## src/rtl/uart_tx_mmio_pkg.sv

```systemverilog
// Shared definitions for the memory-mapped UART transmitter: register
// offsets, STATUS/CTRL bit positions and the transmit FSM encoding.
// Optional feature macro: UART_TX_PARITY_EN (adds a parity bit per frame).
package uart_tx_mmio_pkg;

  // Register byte offsets within the 16-byte window (addr[1:0] ignored).
  localparam logic [3:0] OFF_TXDATA = 4'h0;
  localparam logic [3:0] OFF_STATUS = 4'h4;
  localparam logic [3:0] OFF_CTRL   = 4'h8;
  localparam logic [3:0] OFF_RSVD   = 4'hC;

  // STATUS bit positions.
  localparam int STAT_BUSY    = 0;
  localparam int STAT_FULL    = 1;
  localparam int STAT_EMPTY   = 2;
  localparam int STAT_OVF     = 3;
  localparam int STAT_CNT_LSB = 8;
  localparam int STAT_CNT_W   = 7;

  // CTRL bit positions.
  localparam int CTRL_EN       = 0;
  localparam int CTRL_PAR_ODD  = 1;

  // Transmit FSM encoding; the parity build needs a fifth state.
`ifdef UART_TX_PARITY_EN
  typedef enum logic [2:0] {
    ST_IDLE   = 3'd0,
    ST_START  = 3'd1,
    ST_DATA   = 3'd2,
    ST_PARITY = 3'd3,
    ST_STOP   = 3'd4
  } state_t;
`else
  typedef enum logic [1:0] {
    ST_IDLE  = 2'd0,
    ST_START = 2'd1,
    ST_DATA  = 2'd2,
    ST_STOP  = 2'd3
  } state_t;
`endif

endpackage

```

## src/rtl/uart_tx_mmio_sync_fifo.sv

```systemverilog
// Synchronous circular FIFO with occupancy count. A push into a full FIFO is
// dropped even if a pop happens in the same cycle; a pop from an empty FIFO
// is ignored. dout always shows the head entry.
module sync_fifo #(
  parameter int WIDTH = 8,
  parameter int DEPTH = 8,
  parameter int CNT_W = $clog2(DEPTH + 1)
) (
  input  logic             clk,
  input  logic             reset,
  input  logic             push,
  input  logic             pop,
  input  logic [WIDTH-1:0] din,
  output logic [WIDTH-1:0] dout,
  output logic             full,
  output logic             empty,
  output logic [CNT_W-1:0] count
);

  localparam int PTR_W = $clog2(DEPTH);
  localparam logic [CNT_W-1:0] CNT_MAX = CNT_W'(DEPTH);

  logic [WIDTH-1:0] mem_q [DEPTH];
  logic [PTR_W-1:0] wr_ptr_q, wr_ptr_d;
  logic [PTR_W-1:0] rd_ptr_q, rd_ptr_d;
  logic [CNT_W-1:0] count_q, count_d;
  logic             do_push, do_pop;

  assign full    = (count_q == CNT_MAX);
  assign empty   = (count_q == '0);
  assign count   = count_q;
  assign dout    = mem_q[rd_ptr_q];
  assign do_push = push && !full;
  assign do_pop  = pop && !empty;

  // Pointer and count next-state; pointers wrap naturally (DEPTH is a power of two).
  always_comb begin
    wr_ptr_d = wr_ptr_q;
    rd_ptr_d = rd_ptr_q;
    count_d  = count_q;
    if (do_push) wr_ptr_d = wr_ptr_q + 1'b1;
    if (do_pop)  rd_ptr_d = rd_ptr_q + 1'b1;
    case ({do_push, do_pop})
      2'b10:   count_d = count_q + 1'b1;
      2'b01:   count_d = count_q - 1'b1;
      default: count_d = count_q;
    endcase
  end

  // Pointer/count registers; reset empties the FIFO.
  always_ff @(posedge clk or posedge reset) begin
    if (reset) begin
      wr_ptr_q <= '0;
      rd_ptr_q <= '0;
      count_q  <= '0;
    end else begin
      wr_ptr_q <= wr_ptr_d;
      rd_ptr_q <= rd_ptr_d;
      count_q  <= count_d;
    end
  end

  // Storage array; contents need no reset because count gates visibility.
  always_ff @(posedge clk) begin
    if (do_push) mem_q[wr_ptr_q] <= din;
  end

endmodule

```

## src/rtl/uart_tx_mmio.sv

```systemverilog
// Memory-mapped UART transmitter on the MEM-stage load/store bus.
// Stores to TXDATA queue bytes; a baud-rate FSM sends them as 8N1 frames.
// Optional feature macro: UART_TX_PARITY_EN (8E1/8O1 frames, CTRL bit1 = odd).
module uart_tx_mmio
  import uart_tx_mmio_pkg::*;
#(
  parameter int          CLKS_PER_BIT = 868,
  parameter int          FIFO_DEPTH   = 8,
  parameter logic [31:0] BASE_ADDR    = 32'h4000_0020
) (
  input  logic        clk,
  input  logic        reset,
  input  logic [31:0] addr,
  input  logic        mem_read,
  input  logic        mem_write,
  input  logic [31:0] write_data,
  output logic [31:0] read_data,
  output logic        hit,
  output logic        tx
);

  localparam int CNT_W  = $clog2(FIFO_DEPTH + 1);
  localparam int BAUD_W = $clog2(CLKS_PER_BIT);
  localparam logic [BAUD_W-1:0] BAUD_MAX = BAUD_W'(CLKS_PER_BIT - 1);

  // Bus decode.
  logic [3:0] reg_off;
  logic       wr_en, push;
  logic       unused_bits;

  assign hit         = (addr[31:4] == BASE_ADDR[31:4]);
  assign reg_off     = {addr[3:2], 2'b00};
  assign wr_en       = hit && mem_write;
  assign push        = wr_en && (reg_off == OFF_TXDATA);
  assign unused_bits = ^{addr[1:0], write_data[31:8]};

  // FIFO.
  logic [7:0]       fifo_dout;
  logic             fifo_full, fifo_empty, pop;
  logic [CNT_W-1:0] fifo_count;

  sync_fifo #(
    .WIDTH (8),
    .DEPTH (FIFO_DEPTH),
    .CNT_W (CNT_W)
  ) u_fifo (
    .clk   (clk),
    .reset (reset),
    .push  (push),
    .pop   (pop),
    .din   (write_data[7:0]),
    .dout  (fifo_dout),
    .full  (fifo_full),
    .empty (fifo_empty),
    .count (fifo_count)
  );

  // Control/status registers.
  logic overflow_q, overflow_d;
  logic tx_enable_q, tx_enable_d;
  logic parity_odd_q;
`ifdef UART_TX_PARITY_EN
  logic parity_odd_d;
`endif

  // Sticky overflow, enable and parity-mode updates from bus writes.
  always_comb begin
    overflow_d  = overflow_q;
    tx_enable_d = tx_enable_q;
    if (push && fifo_full) begin
      overflow_d = 1'b1;
    end else if (wr_en && (reg_off == OFF_STATUS) && write_data[STAT_OVF]) begin
      overflow_d = 1'b0;
    end
    if (wr_en && (reg_off == OFF_CTRL)) tx_enable_d = write_data[CTRL_EN];
`ifdef UART_TX_PARITY_EN
    parity_odd_d = parity_odd_q;
    if (wr_en && (reg_off == OFF_CTRL)) parity_odd_d = write_data[CTRL_PAR_ODD];
`endif
  end

  // Control/status register flops.
  always_ff @(posedge clk or posedge reset) begin
    if (reset) begin
      overflow_q  <= 1'b0;
      tx_enable_q <= 1'b1;
    end else begin
      overflow_q  <= overflow_d;
      tx_enable_q <= tx_enable_d;
    end
  end

`ifdef UART_TX_PARITY_EN
  // Parity mode flop.
  always_ff @(posedge clk or posedge reset) begin
    if (reset) parity_odd_q <= 1'b0;
    else       parity_odd_q <= parity_odd_d;
  end
`else
  assign parity_odd_q = 1'b0;
`endif

  // Transmit FSM state.
  state_t            state_q, state_d;
  logic [BAUD_W-1:0] baud_cnt_q, baud_cnt_d;
  logic [2:0]        bit_idx_q, bit_idx_d;
  logic [7:0]        shift_q, shift_d;
  logic              tx_q, tx_d;
  logic              baud_wrap;
`ifdef UART_TX_PARITY_EN
  logic              parity_q, parity_d;
`endif

  assign pop       = (state_q == ST_IDLE) && tx_enable_q && !fifo_empty;
  assign baud_wrap = (baud_cnt_q == BAUD_MAX);
  assign tx        = tx_q;

  // Readback words.
  logic [31:0] status_word, ctrl_word;

  // Assemble STATUS and CTRL readback values.
  always_comb begin
    status_word                                 = '0;
    status_word[STAT_BUSY]                      = (state_q != ST_IDLE);
    status_word[STAT_FULL]                      = fifo_full;
    status_word[STAT_EMPTY]                     = fifo_empty;
    status_word[STAT_OVF]                       = overflow_q;
    status_word[STAT_CNT_LSB +: STAT_CNT_W]     = STAT_CNT_W'(fifo_count);
    ctrl_word                                   = '0;
    ctrl_word[CTRL_EN]                          = tx_enable_q;
    ctrl_word[CTRL_PAR_ODD]                     = parity_odd_q;
  end

  // Combinational load data; zero unless this block is addressed by a load.
  always_comb begin
    read_data = '0;
    if (hit && mem_read) begin
      case (reg_off)
        OFF_STATUS: read_data = status_word;
        OFF_CTRL:   read_data = ctrl_word;
        default:    read_data = '0;
      endcase
    end
  end

  // FSM next-state: every state lasts CLKS_PER_BIT cycles, advancing on baud wrap.
  always_comb begin
    state_d    = state_q;
    baud_cnt_d = baud_wrap ? '0 : baud_cnt_q + 1'b1;
    bit_idx_d  = bit_idx_q;
    shift_d    = shift_q;
    tx_d       = tx_q;
`ifdef UART_TX_PARITY_EN
    parity_d   = parity_q;
`endif
    case (state_q)
      ST_IDLE: begin
        baud_cnt_d = '0;
        tx_d       = 1'b1;
        if (pop) begin
          shift_d   = fifo_dout;
          bit_idx_d = 3'd0;
          state_d   = ST_START;
          tx_d      = 1'b0;
`ifdef UART_TX_PARITY_EN
          parity_d  = (^fifo_dout) ^ parity_odd_q;
`endif
        end
      end
      ST_START: begin
        if (baud_wrap) begin
          state_d = ST_DATA;
          tx_d    = shift_q[0];
        end
      end
      ST_DATA: begin
        if (baud_wrap) begin
          if (bit_idx_q == 3'd7) begin
`ifdef UART_TX_PARITY_EN
            state_d = ST_PARITY;
            tx_d    = parity_q;
`else
            state_d = ST_STOP;
            tx_d    = 1'b1;
`endif
          end else begin
            shift_d   = {1'b0, shift_q[7:1]};
            bit_idx_d = bit_idx_q + 3'd1;
            tx_d      = shift_q[1];
          end
        end
      end
`ifdef UART_TX_PARITY_EN
      ST_PARITY: begin
        if (baud_wrap) begin
          state_d = ST_STOP;
          tx_d    = 1'b1;
        end
      end
`endif
      ST_STOP: begin
        if (baud_wrap) begin
          state_d = ST_IDLE;
          tx_d    = 1'b1;
        end
      end
      default: begin
        state_d    = ST_IDLE;
        baud_cnt_d = '0;
        tx_d       = 1'b1;
      end
    endcase
  end

  // FSM registers with registered serial output; reset forces the line idle.
  always_ff @(posedge clk or posedge reset) begin
    if (reset) begin
      state_q    <= ST_IDLE;
      baud_cnt_q <= '0;
      bit_idx_q  <= '0;
      shift_q    <= '0;
      tx_q       <= 1'b1;
`ifdef UART_TX_PARITY_EN
      parity_q   <= 1'b0;
`endif
    end else begin
      state_q    <= state_d;
      baud_cnt_q <= baud_cnt_d;
      bit_idx_q  <= bit_idx_d;
      shift_q    <= shift_d;
      tx_q       <= tx_d;
`ifdef UART_TX_PARITY_EN
      parity_q   <= parity_d;
`endif
    end
  end

endmodule

```

## config.mk

```make
export PLATFORM = sky130hd
export DESIGN_NAME = uart_tx_mmio
export DESIGN_NICKNAME = d
export VERILOG_FILES = /design/src/rtl/uart_tx_mmio_pkg.sv /design/src/rtl/uart_tx_mmio_sync_fifo.sv /design/src/rtl/uart_tx_mmio.sv
export SDC_FILE = /design/constraint.sdc
export NUM_CORES = 1
export LEC_CHECK = 0
export ABC_AREA = 0
export BUFFER_PORTS_ARGS = -buffer_cell sky130_fd_sc_hd__buf_2
export CORE_MARGIN = 2
export CORE_UTILIZATION = 60
export CTS_BUF_LIST = sky130_fd_sc_hd__clkbuf_2 sky130_fd_sc_hd__clkbuf_4 sky130_fd_sc_hd__clkbuf_8
export CTS_CLUSTER_SIZE = 24
export DETAILED_ROUTE_END_ITERATION = 6
export PLACE_DENSITY = 0.85
export SLEW_MARGIN = 30
export SYNTH_ARGS = -nofsm -noshare
export SYNTH_HDL_FRONTEND = slang
export SYNTH_HIERARCHICAL = 1
export SYNTH_SLANG_ARGS = --single-unit
```

## constraint.sdc

```tcl
create_clock -name clk -period 4.7 [get_ports clk]
set_clock_uncertainty 0.15 [all_clocks]
set_input_delay 0.235 -clock clk [delete_from_list [all_inputs] [get_ports clk]]
set_output_delay 0.235 -clock clk [all_outputs]
set_load 0.02 [all_outputs]
```

==> results of run 1 <==
## how the worst min path moves through the flow
stage               from            endpoint  slack (ps)  cells after the start
5_1_grt        mem_write          overflow_q          10                      2
6_report       mem_write          overflow_q          30                      2
2_1_floorplan      reset     u_fifo/count[0]         -70                      1
3_3_place_gp       reset     u_fifo/count[1]          90                      2
4_1_cts        mem_write          overflow_q           5                      2
3_5_place_dp       reset  u_fifo/rd_ptr_q[0]         110                      2
## cell families (layout without fill, tap and decap cells)
group / count (synthesis) / count (layout) / synth area share
flip-flops: 100 / 100 / 0.573
AND/OR/NAND/NOR: 98 / 98 / 0.107
multiplexers: 45 / 45 / 0.151
AO/OA/AOI/OAI: 23 / 23 / 0.0373
other: 1 / 24 / 0.000760
buffers and inverters: 50 / 94 / 0.0619
XOR/XNOR: 14 / 14 / 0.0248
adder cells (fa/ha/maj): 17 / 17 / 0.0446
## area by class of cell
| type | count | area, µm² |
|---|---|---|
| timing repair buffer | 62 | 360 |
| clock buffer | 9 | 124 |
| tap | 105 | 131 |
| sequential | 100 | 2830 |
| inverter | 16 | 60.1 |
| clock inverter | 7 | 81.3 |
| multi-input combinational | 221 | 1890 |
| fill | 552 | 2620 |
## what timing repair did
item                                   4_1_cts  5_1_grt
hold buffers                                 9        0
buffers inserted                             0        0
endpoints found under the hold margin       94        0
## layout by cell type, fill, tap and decap left out, types with 3 or more instances in the layout
cell type,instances
o211ai_1,4
edfxtp_1,64
nor4_1,10
nand3_1,9
and2_1,7
xnor2_1,11
inv_8,5
clkbuf_8,9
dfrtp_1,34
nor3_1,7
nor2_1,23
mux2_2,28
xor2_1,3
o21ai_0,3
nor2b_1,3
dlygate4sd3_1,9
a21oi_1,4
nand2_1,18
buf_2,51
ha_1,16
inv_1,15
conb_1,24
nand2b_1,4
mux4_1,16
o311ai_0,3
## stage by stage
stage               instance area (µm²)  hold WS (ps)
floorplan                          5020         -74.8
global placement                   5180          94.8
detailed placement                 5180           107
CTS                                5470          5.12
global route                       5470          13.8
finish                             5470          30.9
## power by group through the flow
stage / logic, W / registers, W / clock network [W]
after floorplan: 0.0000664 / 0.000989 / 0
after global placement: 0.0000773 / 0.000992 / 0
after detailed placement: 0.0000827 / 0.000994 / 0
after CTS: 0.0000898 / 0.000977 / 0.000572
after global routing: 0.000100 / 0.000981 / 0.000610
final: 0.0000903 / 0.000977 / 0.000556
## per-layer routing
layer	global-route usage	up-vias	wire [µm]
met4	0.0809	0	173
met5	0	-	0
met2	0.368	82	4840
met1	0.266	1457	3580
li1	-	1387	-
met3	0.0415	17	364
## flip-flops by register name, indices dropped and copies added, names as in the netlist, 2 cells and up
register and count:
u_fifo/mem_q 64, baud_cnt_q 10, shift_q 8, u_fifo/count 4, bit_idx_q 3, u_fifo/rd_ptr_q 3
u_fifo/wr_ptr_q 3, state_q 2
==> reports/qor.txt, run 1 <==
Number of synthesized flops with an enable pin: 64
Drt total wl: 8.96 mm
Switch Pwr: 0.000406 W
Vias in the first global route: 2836
GRT Total Usage: 0.213
Pint: 0.00122 W
Std cell rows: 33
Synth top area cells: edfxtp_1 (39%), dfrtp_1 (17%), mux4_1 (8.5%)
RR Endpoint: u_fifo/count[3]
Slew @ Worst Pin: 1010 ps
Initial core utilization: 0.610
H-tree depth: 3
Maximum root-to-sink buffer count: 2
Clk Latency, worst-skew pair: 380 ps
Total CTS buffers: 9
Fin crit share: 0.743
Nets: 495
Core Util, Final: 0.676
Final WS setup: 1210 ps
1st-pass router iterations: 5
Flops & latches, synth: 100
Dpl cells: 495
Slowest CP cell: or4b_2
Initial antenna violation count: 0
HP Class: in2reg
DRC errors left: 0
Peak supply drop: 0.000255 V
Drt initial violations: 119
CP required: 4800 ps
Overflow after GRT: 0
Largest area contributor in the netlist: edfxtp_1
Worst Setup End Kind: register
Post-Syn Instances: 348
Area delta synth->final: 10.9%
Synth cell count leaders: edfxtp_1 (64), dfrtp_1 (34), mux2_2 (28)
Delay-heaviest family, CP: adder cells
Sequential power share: 0.602
P_leak: 2.17 nW
Critical Path Source: state_q[0]
Synth cell types: 52
Crit start category: register
DR vias/cell: 5.66
Switching Share: 0.250
Comb pwr share: 0.056
Bufs and invs on worst path: 3
Avg Cell Area, Syn: 14.2 µm²
Sequential-to-total area share from yosys stat: 0.573
Crit Path Max Fanout: 9
Final setup vio count: 0
Layout cells sized above 1: 0.258
Worst-path clk slew: 110 ps
Final Hold Viols: 0
Yosys warns: 6
Sum Neg Setup Slack: 0 ps
Max_cap viols: 0
CP peak stage delay: 610 ps
Post-CTS sizing: 0
Post-DR wirelength/cell: 17.2 µm
CP Cell Sequence: inv_1, ha_1, inv_1, nor2_1, o41ai_2, inv_1, ha_1, ha_1, or4b_2, o311ai_0, o211ai_1
Largest net degree at the start of global routing: 27
WP depth: 11
Detail Placement HPWL: 5.89 mm
Routability cong.: 0.815
Relative max-transition margin: 0.325
Crit Path Class: reg2reg
CTS sink cnt: 100
RSZ-0062 raised after global routing: no
PnR Total Power: 0.00162 W
Max Clock Freq: 0.286 GHz
Finished Layout Cells: 520
Worst Setup EP: u_fifo/count[3]
Die area: 8970 µm²
Yosys top cell area share: 0.389
Vias: 2943
IO buf count: 51
Clock power share: 0.343
Post-DRT Antenna Nets: 0
FFs w/ async S/R, synth: 0.360
Pwr per Cell Area: 297 nW/µm²
Top-count cell post-synth: edfxtp_1
Num ports: 102
Crit path DAT: 3590 ps
Area of the mapped netlist: 4930 µm²
First-pass GRT wire length: 14.1 mm
Main flop type after synthesis: edfxtp_1
Worst reg-to-reg path cell count: 11
Antenna diode count: 0
CTS tree: built
Status: finished clean
Register-to-register setup slack: 1210 ps
Max Slew Vio Count: 0
Core area: 8090 µm²
Minimum clock period: 3490 ps
Post-place setup slack: 1270 ps
Reg2reg start: state_q[0]
CTS root buf: clkbuf_8
Die width: 94.7 µm
Die height: 94.7 µm
Power figures use the tool's default switching activity.
==> run 2: changes to the inputs <==
--- a/config.mk
+++ b/config.mk
@@ -8,11 +8,11 @@
 export ABC_AREA = 0
 export BUFFER_PORTS_ARGS = -buffer_cell sky130_fd_sc_hd__buf_2
 export CORE_MARGIN = 2
-export CORE_UTILIZATION = 60
+export CORE_UTILIZATION = 51
 export CTS_BUF_LIST = sky130_fd_sc_hd__clkbuf_2 sky130_fd_sc_hd__clkbuf_4 sky130_fd_sc_hd__clkbuf_8
 export CTS_CLUSTER_SIZE = 24
 export DETAILED_ROUTE_END_ITERATION = 6
-export PLACE_DENSITY = 0.85
+export PLACE_DENSITY = 0.77
 export SLEW_MARGIN = 30
 export SYNTH_ARGS = -nofsm -noshare
 export SYNTH_HDL_FRONTEND = slang
==> constraint.sdc (replaced) <==
create_clock -name clk -period 2.95 [get_ports clk]
set_clock_uncertainty 0.15 [all_clocks]
set_input_delay 0.1475 -clock clk [delete_from_list [all_inputs] [get_ports clk]]
set_output_delay 0.1475 -clock clk [all_outputs]
set_load 0.02 [all_outputs]
==> reports/qor.txt, run 2 (synthesized netlist as in run 1, its figures left out) <==
Status: finished clean
Final Hold Slack: 171 ps
Relative max-transition margin: 0.459
Detail Placement HPWL: 6.46 mm
IO buf count: 51
CP Cell Sequence: buf_4, or4b_4, nand2_4, ha_2, ha_1, or4b_2, o311ai_0, o211ai_1
CP required: 3040 ps
Drt initial violations: 164
Largest net degree at the start of global routing: 27
Crit path DAT: 2910 ps
Area delta synth->final: 16.3%
Slowest CP cell: or4b_2
HP Class: in2async
Routability cong.: 0.869
P_leak: 2.30 nW
Worst Setup End Kind: register
GRT Total Usage: 0.189
Initial antenna violation count: 0
Total CTS buffers: 9
Fin crit share: 0.954
Core area: 9330 µm²
Num ports: 102
Crit Path Max Fanout: 5
Max reg flops: 64
Pwr per Cell Area: 441 nW/µm²
H-tree depth: 3
Max Clock Freq: 0.355 GHz
Maximum root-to-sink buffer count: 2
Post-DR wirelength/cell: 16.6 µm
Sum Neg Setup Slack: 0 ps
Worst reg-to-reg path cell count: 8
Die width: 102 µm
Max_cap viols: 0
Clk Latency, worst-skew pair: 360 ps
Die area: 10500 µm²
Initial core utilization: 0.529
Most flops, register: u_fifo/mem_q
Slew @ Worst Pin: 804 ps
PnR Total Power: 0.00253 W
Antenna diode count: 0
First-pass GRT wire length: 14.9 mm
Minimum clock period: 2820 ps
Peak supply drop: 0.000390 V
Crit Path Class: reg2reg
Final Hold Viols: 0
Vias: 3011
Std cell rows: 35
Crit start category: register
Die height: 102 µm
Vias in the first global route: 2999
Nets: 520
Biggest regs: u_fifo/mem_q (64), baud_cnt_q (10), shift_q (8)
Final setup vio count: 0
Post-DRT Antenna Nets: 0
Overflow after GRT: 0
DR vias/cell: 5.29
Most frequent cells in the layout: edfxtp_1 (64), buf_2 (51), dfrtp_1 (34)
CTS root buf: clkbuf_8
Most common cell after layout, fill and taps aside: edfxtp_1
CTS tree: built
Layout cells sized above 1: 0.316
Post-place setup slack: 7.87 ps
DRC errors left: 0
Final WS setup: 134 ps
CP peak stage delay: 600 ps
Drt total wl: 9.44 mm
Worst-path clk slew: 100 ps
CTS sink cnt: 100
Max Slew Vio Count: 0
1st-pass router iterations: 5
-- run 2: final cells by class --
type | count | area (µm²)
clock buffers | 9 | 124
well taps | 129 | 161
inverters | 16 | 60.1
fillers | 662 | 3590
multi-input cells | 221 | 1950
repair buffers | 87 | 551
flip-flops and latches | 100 | 2830
clock inverters | 7 | 68.8
-- run 2: critical path: cells and delay by family (launching register included) --
kind                     cells  cell delay [ps]
buffers and inverters        1              170
flip-flops                   1              420
AND/OR/NAND/NOR              3             1270
AO/OA/AOI/OAI                2              270
adder cells (fa/ha/maj)      2              410
-- run 2: report_power, final --
| group | total, W | internal [W] | switching [W] |
|---|---|---|---|
| combinational | 0.000144 | 0.0000641 | 0.0000797 |
| sequential | 0.00155 | 0.00153 | 0.0000222 |
| clock | 0.000833 | 0.000330 | 0.000503 |
| total | 0.00253 | 0.00193 | 0.000604 |
-- run 2: routing by layer --
layer,wire length [µm],GRT usage,share of wire
met5,0,0,0
met4,142,0.0646,0.015
met3,369,0.0335,0.039
met2,4940,0.318,0.52
met1,3990,0.250,0.42
-- run 2: worst paths after layout --
path	start	to	slack (ps)
max	u_fifo/count[2]	u_fifo/count[3]	130
min	reset	u_fifo/count[1]	170
max reg2reg	u_fifo/count[2]	u_fifo/count[3]	130
min reg2reg	shift_q[3]	shift_q[3]	360
max in group asynchronous	reset	shift_q[3]	2030
min in group clk	addr[3]	overflow_q	230
-- run 2: stage by stage --
step           cells  cell area [µm²]   util
6_report         569             5740  0.615
5_1_grt          569             5740  0.615
4_1_cts          567             5680  0.609
3_5_place_dp     541             5380  0.577
3_3_place_gp     541             5380  0.577
2_1_floorplan    371             5030      -
-- run 2: timing repair --
item                                    in CTS  in global routing
endpoints found under the setup margin       1                  1
hold endpoints to repair                   100                  0
pin swaps                                    0                  2
gates resized for setup                      1                 10
setup buffers                                0                  2
hold buffers                                10                  0
